### src/rtl/mul_pkg.sv
// Shared definitions for the pipelined Booth/CSA multiply-accumulate unit.
package mul_pkg;

    typedef enum logic [1:0] {
        MUL_OP_MUL   = 2'b00,
        MUL_OP_MADD  = 2'b01,
        MUL_OP_MSUB  = 2'b10,
        MUL_OP_MTACC = 2'b11
    } mul_op_e;

    // Both depend on the instance WIDTH, so they are functions evaluated into localparams.
    function automatic int unsigned pp_count(input int unsigned width);
        return (width + 2) / 2;
    endfunction

    function automatic int unsigned tree_width(input int unsigned width);
        return 2 * width + 4;
    endfunction

endpackage

### src/rtl/booth_csa_tree.sv
// Radix-4 Booth partial products reduced to sum/carry vectors with 3:2 compressors.
module booth_csa_tree
    import mul_pkg::*;
#(
    parameter int unsigned WIDTH = 32
) (
    input  logic [WIDTH+1:0]              xe,
    input  logic [WIDTH+1:0]              ye,
    output logic [tree_width(WIDTH)-1:0]  sum_o,
    output logic [tree_width(WIDTH)-1:0]  carry_o,
    output logic                          plus_one_o
);

    localparam int unsigned PP_N = pp_count(WIDTH);
    localparam int unsigned TW   = tree_width(WIDTH);

    logic [TW-1:0]    xs;
    logic [WIDTH+2:0] yx;

    assign xs = {{(TW-WIDTH-2){xe[WIDTH+1]}}, xe};
    assign yx = {ye, 1'b0};

    // The +1 of a negated row sits in the empty low bits of the next row;
    // only the last row's +1 has nowhere to go and is passed out.
    always_comb begin
        logic [WIDTH+2:0] ysh;
        logic [2:0]       grp;
        logic [TW-1:0]    mag;
        logic [TW-1:0]    row;
        logic [TW-1:0]    s;
        logic [TW-1:0]    c;
        logic [TW-1:0]    cy;
        logic             neg;
        logic             neg_prev;
        ysh      = '0;
        grp      = '0;
        mag      = '0;
        row      = '0;
        s        = '0;
        c        = '0;
        cy       = '0;
        neg      = 1'b0;
        neg_prev = 1'b0;
        for (int unsigned i = 0; i < PP_N; i++) begin
            ysh = yx >> (2 * i);
            grp = ysh[2:0];
            case (grp)
                3'b001, 3'b010, 3'b101, 3'b110: mag = xs;
                3'b011, 3'b100:                 mag = xs << 1;
                default:                        mag = '0;
            endcase
            neg = grp[2] & ~(grp[1] & grp[0]);
            row = (neg ? ~mag : mag) << (2 * i);
            if (i > 0) begin
                row = row | ({{(TW-1){1'b0}}, neg_prev} << (2 * i - 2));
            end
            if (i == 0) begin
                s = row;
            end else if (i == 1) begin
                c = row;
            end else begin
                cy = (s & c) | (s & row) | (c & row);
                s  = s ^ c ^ row;
                c  = cy << 1;
            end
            neg_prev = neg;
        end
        sum_o      = s;
        carry_o    = c;
        plus_one_o = neg_prev;
    end

endmodule

### src/rtl/mul_acc_pipe.sv
// Two-stage multiply-accumulate: Booth/CSA tree registered in stage 1, final add and
// accumulator update in stage 2, valid/ready on both sides with flush.
module mul_acc_pipe
    import mul_pkg::*;
#(
    parameter int unsigned WIDTH  = 32,
    parameter bit          ACC_EN = 1'b1
) (
    input  logic                 mul_clk,
    input  logic                 mul_reset,
    input  logic                 flush,
    input  logic                 in_valid,
    output logic                 in_ready,
    input  logic                 in_signed,
    input  logic [1:0]           in_op,
    input  logic [WIDTH-1:0]     x,
    input  logic [WIDTH-1:0]     y,
    output logic                 out_valid,
    input  logic                 out_ready,
    output logic [2*WIDTH-1:0]   result,
    output logic [2*WIDTH-1:0]   acc_q
);

    localparam int unsigned TW = tree_width(WIDTH);
    localparam int unsigned W2 = 2 * WIDTH;

    logic             adv;
    logic             accept;
    mul_op_e          op_in;
    logic [WIDTH+1:0] xe;
    logic [WIDTH+1:0] ye;
    logic [TW-1:0]    tree_sum;
    logic [TW-1:0]    tree_carry;
    logic             tree_one;

    logic             s1_valid_q, s1_valid_d;
    mul_op_e          s1_op_q,    s1_op_d;
    logic [TW-1:0]    s1_sum_q,   s1_sum_d;
    logic [TW-1:0]    s1_carry_q, s1_carry_d;
    logic             s1_one_q,   s1_one_d;
    logic [W2-1:0]    s1_xy_q,    s1_xy_d;
    logic             out_valid_q, out_valid_d;
    logic [W2-1:0]    result_q,   result_d;
    logic [W2-1:0]    acc_d;

    logic [TW-1:0]    one_vec;
    logic [TW-1:0]    full_sum;
    logic [W2-1:0]    prod;

    assign adv      = !out_valid_q || out_ready;
    assign in_ready = adv && !flush && !mul_reset;
    assign accept   = in_valid && in_ready;
    assign op_in    = ACC_EN ? mul_op_e'(in_op) : MUL_OP_MUL;
    assign xe       = in_signed ? {{2{x[WIDTH-1]}}, x} : {2'b00, x};
    assign ye       = in_signed ? {{2{y[WIDTH-1]}}, y} : {2'b00, y};

    assign out_valid = out_valid_q;
    assign result    = result_q;

    booth_csa_tree #(.WIDTH(WIDTH)) u_tree (
        .xe         (xe),
        .ye         (ye),
        .sum_o      (tree_sum),
        .carry_o    (tree_carry),
        .plus_one_o (tree_one)
    );

    always_comb begin
        s1_valid_d  = s1_valid_q;
        s1_op_d     = s1_op_q;
        s1_sum_d    = s1_sum_q;
        s1_carry_d  = s1_carry_q;
        s1_one_d    = s1_one_q;
        s1_xy_d     = s1_xy_q;
        out_valid_d = out_valid_q;
        result_d    = result_q;
        acc_d       = acc_q;

        one_vec         = '0;
        one_vec[WIDTH]  = s1_one_q;
        full_sum        = s1_sum_q + s1_carry_q + one_vec;
        prod            = full_sum[W2-1:0];

        if (adv) begin
            s1_valid_d = accept;
            if (accept) begin
                s1_op_d    = op_in;
                s1_sum_d   = tree_sum;
                s1_carry_d = tree_carry;
                s1_one_d   = tree_one;
                s1_xy_d    = {x, y};
            end
            out_valid_d = s1_valid_q;
            if (s1_valid_q) begin
                case (s1_op_q)
                    MUL_OP_MADD: begin
                        acc_d    = acc_q + prod;
                        result_d = acc_q + prod;
                    end
                    MUL_OP_MSUB: begin
                        acc_d    = acc_q - prod;
                        result_d = acc_q - prod;
                    end
                    MUL_OP_MTACC: begin
                        acc_d    = s1_xy_q;
                        result_d = s1_xy_q;
                    end
                    default: result_d = prod;
                endcase
            end
        end

        // A flush kills the stage-2 op before it can touch result or accumulator.
        if (flush) begin
            s1_valid_d  = 1'b0;
            out_valid_d = 1'b0;
            result_d    = result_q;
            acc_d       = acc_q;
        end

        if (!ACC_EN) begin
            acc_d = '0;
        end
    end

    always_ff @(posedge mul_clk) begin
        if (mul_reset) begin
            s1_valid_q  <= 1'b0;
            s1_op_q     <= MUL_OP_MUL;
            s1_sum_q    <= '0;
            s1_carry_q  <= '0;
            s1_one_q    <= 1'b0;
            s1_xy_q     <= '0;
            out_valid_q <= 1'b0;
            result_q    <= '0;
            acc_q       <= '0;
        end else begin
            s1_valid_q  <= s1_valid_d;
            s1_op_q     <= s1_op_d;
            s1_sum_q    <= s1_sum_d;
            s1_carry_q  <= s1_carry_d;
            s1_one_q    <= s1_one_d;
            s1_xy_q     <= s1_xy_d;
            out_valid_q <= out_valid_d;
            result_q    <= result_d;
            acc_q       <= acc_d;
        end
    end

endmodule
### config.mk
export PLATFORM = sky130hd
export DESIGN_NAME = mul_acc_pipe
export DESIGN_NICKNAME = d
export VERILOG_FILES = /design/src/rtl/mul_pkg.sv /design/src/rtl/booth_csa_tree.sv /design/src/rtl/mul_acc_pipe.sv
export SDC_FILE = /design/constraint.sdc
export NUM_CORES = 2
export LEC_CHECK = 0
export BUFFER_PORTS_ARGS = -buffer_cell sky130_fd_sc_hd__buf_2
export CAP_MARGIN = 20
export CORE_MARGIN = 3
export CORE_UTILIZATION = 60
export DETAILED_ROUTE_END_ITERATION = 8
export GPL_ROUTABILITY_DRIVEN = 0
export GPL_TIMING_DRIVEN = 1
export PLACE_DENSITY = 0.87
export SLEW_MARGIN = 10
export SYNTH_ARGS = -nofsm -noshare
export SYNTH_HDL_FRONTEND = slang
export SYNTH_SLANG_ARGS = --single-unit
### constraint.sdc
create_clock -name mul_clk -period 14.55 [get_ports mul_clk]
set_clock_uncertainty 0.15 [all_clocks]
set_input_delay 2.91 -clock mul_clk [delete_from_list [all_inputs] [get_ports mul_clk]]
set_output_delay 2.91 -clock mul_clk [all_outputs]
set_load 0.02 [all_outputs]
# Word level (Yosys, flattened, before mapping)
# Index checks and enable logic that the tools add are counted.
# totals
reg_bits	324
latch_bits	0
ram_bits	0
romBits	0
word_cells	385
n_memories	0
# op_classes
addsub	4
mul	0
n_div	0
magnitude_cmp	0
eq_ne	102
n_shift	0
mux	38
bitwise_logic	187
reduce_logical	45
# ops
op	count
$and A63 B63 Y63	45
$xor A64 B64 Y64	30
$or A63 B63 Y63	30
$pmux W64 S3	2
$eq A3 B3 Y1 const B	48
$add A64 B64 Y64	2
$pmux W64 S2	1
$pmux W62 S2	1
$pmux W60 S2	1
$pmux W58 S2	1
$pmux W56 S2	1
$pmux W54 S2	1
$pmux W52 S2	1
$mux W34	3
$pmux W50 S2	1
$eq A3 B2 Y1 const B	32
$pmux W48 S2	1
$pmux W46 S2	1
$pmux W44 S2	1
$pmux W42 S2	1
$pmux W40 S2	1
$pmux W38 S2	1
$pmux W36 S2	1
$pmux W34 S2	1
66 further kinds	168

# Depth between registers and ports, before layout
# depth
word_depth	52
ltp_mapped	31

# Hierarchy
# From an unflattened synthesis, not the netlist that was laid out.
# unflattened
hier_cells	6739
hier_area_um2	53736.5
# modules_own_cells
mod	instances	cells_each	area_per_inst_um2
booth_csa_tree	1	3261	28204.6
mul_acc_pipe	1	3478	25532.0

# Worst setup path after synthesis
# Ideal clock, no wire load.
# synth_path
path_kind	input to register
start	input y[1]
end	register s1_sum_q[62]
t_arrival_ps	12797
t_required_ps	14330
setup_slack_ps	1533
stages	26
cell_sequence	clkbuf_1 -> clkinv_1 -> clkbuf_1 -> ha_1 -> mux2_2 -> o21ai_0 -> xor2_1 -> xor2_1 -> xnor2_1 -> fa_1 -> fa_1 -> fa_1 -> fa_1 -> fa_1 -> fa_1 -> fa_1 -> fa_1 -> fa_1 -> fa_1 -> fa_1 -> fa_1 -> fa_1 -> inv_1 -> fa_1 -> nand2_1 -> a21oi_1
# synth_between
elab_chain_len	51
elab_cells_between_ends	123
cone_classes	eq/ne (9); mux (5); bitwise (106); reduce/logical (3)
# synth_lines
item	line	rtl
start, declared	mul_acc_pipe.sv:17	input logic [WIDTH-1:0] y,
$mux W34 (*)	mul_acc_pipe.sv:55	assign ye = in_signed ? {{2{y[WIDTH-1]}}, y} : {2'b00, y};
$eq A3 B1 Y1 (tied with other cells)	booth_csa_tree.sv:47	case (grp)
$reduce_or A4 Y1 / $reduce_or A2 Y1 (equally long branches)	booth_csa_tree.sv:47	
$pmux W62 S2	booth_csa_tree.sv:47	
$not A62 Y62	booth_csa_tree.sv:53	row = (neg ? ~mag : mag) << (2 * i);
$mux W62	booth_csa_tree.sv:53	
$or A64 B1 Y64	booth_csa_tree.sv:55	row = row | ({{(TW-1){1'b0}}, neg_prev} << (2 * i - 2));
$and A63 B63 Y63	n/a	
(+32 left out)	n/a	
$and A63 B63 Y63	booth_csa_tree.sv:62	cy = (s & c) | (s & row) | (c & row);
$or A63 B63 Y63 (2 in a row)	booth_csa_tree.sv:62	
$and A63 B63 Y63	booth_csa_tree.sv:62	
$or A63 B63 Y63 (2 in a row)	booth_csa_tree.sv:62	
$and A63 B63 Y63	booth_csa_tree.sv:62	
$or A63 B63 Y63 (2 in a row)	booth_csa_tree.sv:62	
$xor A64 B64 Y64 (*) (2 in a row)	booth_csa_tree.sv:63	s = s ^ c ^ row;
named net tree_sum[62]	mul_acc_pipe.sv:32	logic [TW-1:0] tree_sum;
end signal, assigned	mul_acc_pipe.sv:140	s1_sum_q <= s1_sum_d;
end, declared	mul_acc_pipe.sv:38	logic [TW-1:0] s1_sum_q, s1_sum_d;
# The timed path passes the listed nets; every way through them passes the cells marked *.
# A chain may end at the register's enable or synchronous reset.

# Worst setup path after layout
# layout_path
start	input y[2]
end	register s1_sum_q[62]
# layout_between
elab_chain_len	51
elab_cells_between_ends	115
cone_classes	eq/ne (6); mux (3); bitwise (104); reduce/logical (2)
# layout_lines
item	line
$mux W34 (*)	mul_acc_pipe.sv:55
$eq A3 B1 Y1 (tied with other cells)	booth_csa_tree.sv:47
$reduce_or A4 Y1 / $reduce_or A2 Y1 (equally long branches)	booth_csa_tree.sv:47
$pmux W62 S2	booth_csa_tree.sv:47
$not A62 Y62	booth_csa_tree.sv:53
$mux W62 (*)	booth_csa_tree.sv:53
$or A64 B1 Y64 (*)	booth_csa_tree.sv:55
$and A63 B63 Y63	n/a
(+32 left out)	n/a
$and A63 B63 Y63	booth_csa_tree.sv:62
$or A63 B63 Y63 (2 in a row)	booth_csa_tree.sv:62
$and A63 B63 Y63	booth_csa_tree.sv:62
$or A63 B63 Y63 (2 in a row)	booth_csa_tree.sv:62
$and A63 B63 Y63	booth_csa_tree.sv:62
$or A63 B63 Y63 (2 in a row)	booth_csa_tree.sv:62
$xor A64 B64 Y64 (*) (2 in a row)	booth_csa_tree.sv:63
named net tree_sum[62]	mul_acc_pipe.sv:32
# Marks and branches as above.

==> metrics.md <==
| Metric | Value |
|---|---|
| Status | `finished, violations left` |
| Failing checks | `design-rule violations` |
| Least-Margin Pin Slew | `1.11 ns` |
| Reg2reg start | `s1_sum_q[18]` |
| Post-Syn Area | `slightly below 0.05 mm²` |
| Fillers | `around 6500` |
| WP data arrival | `between 10 and 15 ns` |
| Final critical-path required period | `approximately 13 ns` |
| Fin crit share | `87.6%` |
| Initial antenna violation count | `8` |
| CP required | `14.87 ns` |
| Largest delay share family, worst path | `adder cells` |
| Class of the worst hold path | `reg2reg` |
| DR DRC count | `5` |
| Largest net degree at the start of global routing | `104` |
| TNS Setup | `0 ns` |
| Most frequent cells in the layout | `659 x nand2_1, 602 x nor2_1, 594 x xnor2_1, 518 x fa_1, 477 x a21oi_1` |
| GRT overflow | `0` |
| Fmax | `0.0784 GHz` |
| Buffers added on ports | `about 200` |
| R2r worst-path depth | `22` |
| Hold_sp | `result[16]` |
| Area growth from synthesis to layout | `4.65%` |
| Final setup fails | `0` |
| # clock sinks | `309` |
| Yosys reg bits | `309` |
| Die X-Extent | `~290 µm` |
| Max-Cap Viols | `0` |
| DR WL/cell | `about 22 µm` |
| RSZ-0062 raised after global routing | `no` |
| Syn_nets | `7093` |
| Most used DFF post-synth | `dfxtp_1` |
| CP Class | `in2reg` |
| Die footprint | `0.0851 mm²` |
| Post-CTS Hold Buffers | `0` |
| Avg Cell Area, Syn | `between 7 and 8 µm²` |
| Cell taking the most area after synthesis | `fa_1` |
| Async set-or-reset flop fraction in the synthesized netlist | `0%` |
| Rows | `104` |
| Detailed placement HPWL | `114000 µm` |
| DRT Pass-1 Iters | `9` |
| CTS resizes | `0` |
| Levels on crit path | `25` |
| Synth warn | `0` |
| Most common cell after layout, fill and taps aside | `nand2_1` |
| CTS Buf Count | `35` |
| Crit-path max cell delay | `0.64 ns` |
| Worst R2R Setup Slack | `about 6.4 ns` |
| 1st-iter DRT viols | `6089` |
| # Post-CTS Setup Buffers | `0` |
| Endpoint class of the critical path | `flop` |
| Vias in the first global route | `44507` |
| Core Box Area | `a little over 0.08 mm²` |
| Clk_lat worst skew | `0.57 ns` |
| Nets | `6880` |
| Slew Viols, Final | `0` |
| CP max stage cell | `fa_1` |
| Min-Delay Endpoint | `result[16]` |
| Initial Utilization | `roughly three fifths` |
| DR vias/cell | `6.53` |
| Register area share after synthesis | `12.6%` |
| CP bufs+invs | `3` |
| Clk buf depth | `3` |
| Cells after synthesis | `6130` |
| Vias after detailed routing | `between 40000 and 50000` |
| Final Hold Viols | `0` |
| DRT Wirelength | `151000 µm` |
| Ports | `202` |
| Top-area cell type share of the netlist area | `21.2%` |
| Dominant cells by area after synthesis | `fa_1 21%, dfxtp_1 13%, xnor2_1 11%` |
| Slew HR | `around a quarter` |
| Worst hold path depth | `2` |
| Cell variety after synth | `93` |
| Startpoint Class | `primary input` |
| Worst r2r dst | `result[59]` |
| Gr usage total | `34.3%` |
| Layout cells sized above 1 | `7.10%` |
| Die H | `292 µm` |
| CTS tree | `done` |
| Root Buffer | `clkbuf_16` |
| H-tree levels | `2` |
| ANT nets after route | `0` |
| Global-route wire length before repair | `239000 µm` |
| Clock-pin slew on the worst setup and hold paths | `0.06 ns` |
| Largest fanout on the critical path | `33` |
| Most frequent CP cell | `fa_1` |
| Post-synth EDFFs | `0` |
-- registers in the layout (all words and copies together) (netlist names), 2 cells and up --
| register | flops |
|---|---|
| s1_sum_q | 64 |
| s1_carry_q | 48 |
| s1_xy_q | 64 |
| s1_op_q | 2 |
| acc_q | 64 |
| result | 64 |
-- kinds of logic (layout without fill, tap and decap cells) --
family | Yosys count | count (layout) | share of synthesized area (%)
AOI/OAI and AO/OA | 1648 | 1648 | 22.2
xor gates and xnor gates | 695 | 695 | 12.4
adders and majority gates | 895 | 895 | 30.8
buffers and inverters | 947 | 758 | 7.31
DFF | 309 | 309 | 12.6
muxes | 34 | 34 | 0.833
other | 0 | 6 | 0
and+or+nand+nor | 1602 | 1602 | 13.9
-- layout make-up --
| cell class | count | area, µm² | area share, % |
|---|---|---|---|
| timing repair buffer | 291 | 1740 | 3.40 |
| tap | 1060 | 1330 | 2.59 |
| inverter | 406 | 1520 | 2.97 |
| antenna | 6 | 15.0 | 0.0293 |
| sequential | 309 | 6190 | 12.1 |
| clock buffer | 46 | 957 | 1.87 |
| multi-input combinational | 4874 | 39400 | 76.8 |
| clock inverter | 15 | 149 | 0.290 |
-- stage by stage --
step,instances,worst slack (ns),utilization (%),hold slack [ns],instance area [µm²]
floorplan,6130,1.53,-,0.281,49000
global placement,6932,1.49,62.0,0.286,50000
detailed placement,6936,1.31,62.1,0.293,50100
CTS,6997,1.89,63.5,0.303,51200
global route,7005,1.48,63.5,0.316,51300
finish,7007,1.80,63.5,0.303,51300
-- per-layer routing --
| metal | part of all wire [%] | up-vias | wire (µm) | track usage, % |
|---|---|---|---|---|
| li1 | - | 20402 | - | - |
| met1 | 38 | 21839 | 58000 | 44.8 |
| met2 | 44 | 2917 | 66900 | 54.1 |
| met3 | 11 | 562 | 17300 | 7.29 |
| met4 | 5.9 | 4 | 8840 | 17.0 |
| met5 | 0.014 | - | 21 | 0 |
-- worst max path at each step --
stage | slack (ns) | startpoint | endpoint
final | 1.80 | y[2] | s1_sum_q[62]
after floorplan | 1.53 | y[1] | s1_sum_q[62]
after CTS | 1.89 | y[2] | s1_sum_q[62]
after global placement | 1.49 | y[1] | s1_sum_q[62]
after detailed placement | 1.31 | y[2] | s1_sum_q[62]
after global routing | 1.48 | y[1] | s1_sum_q[62]
-- synth_stat cells, drive strengths merged, types with 64 or more instances --
master and instances:
nand2 661, nor2 613, xnor2 600, fa 518, a21oi 479, clkbuf 440, inv 397, ha 373
dfxtp 309, a22oi 283, a211oi 224, o21ai 221, buf 101, xor2 95, o31ai 64
-- worst register-to-register path, delay by kind of cell, from the launching register on --
family / cells / cell delay, ns
AO/OA/AOI/OAI: 12 / 4.69
XOR/XNOR: 2 / 0.70
adder cells (fa/ha/maj): 3 / 1.18
buffers and inverters: 2 / 0.49
flip-flops: 1 / 0.32
AND/OR/NAND/NOR: 3 / 0.43
Power is left out: the tool's default activity adds up to more than one toggle a clock period on the data nets, which glitch-free logic cannot reach.
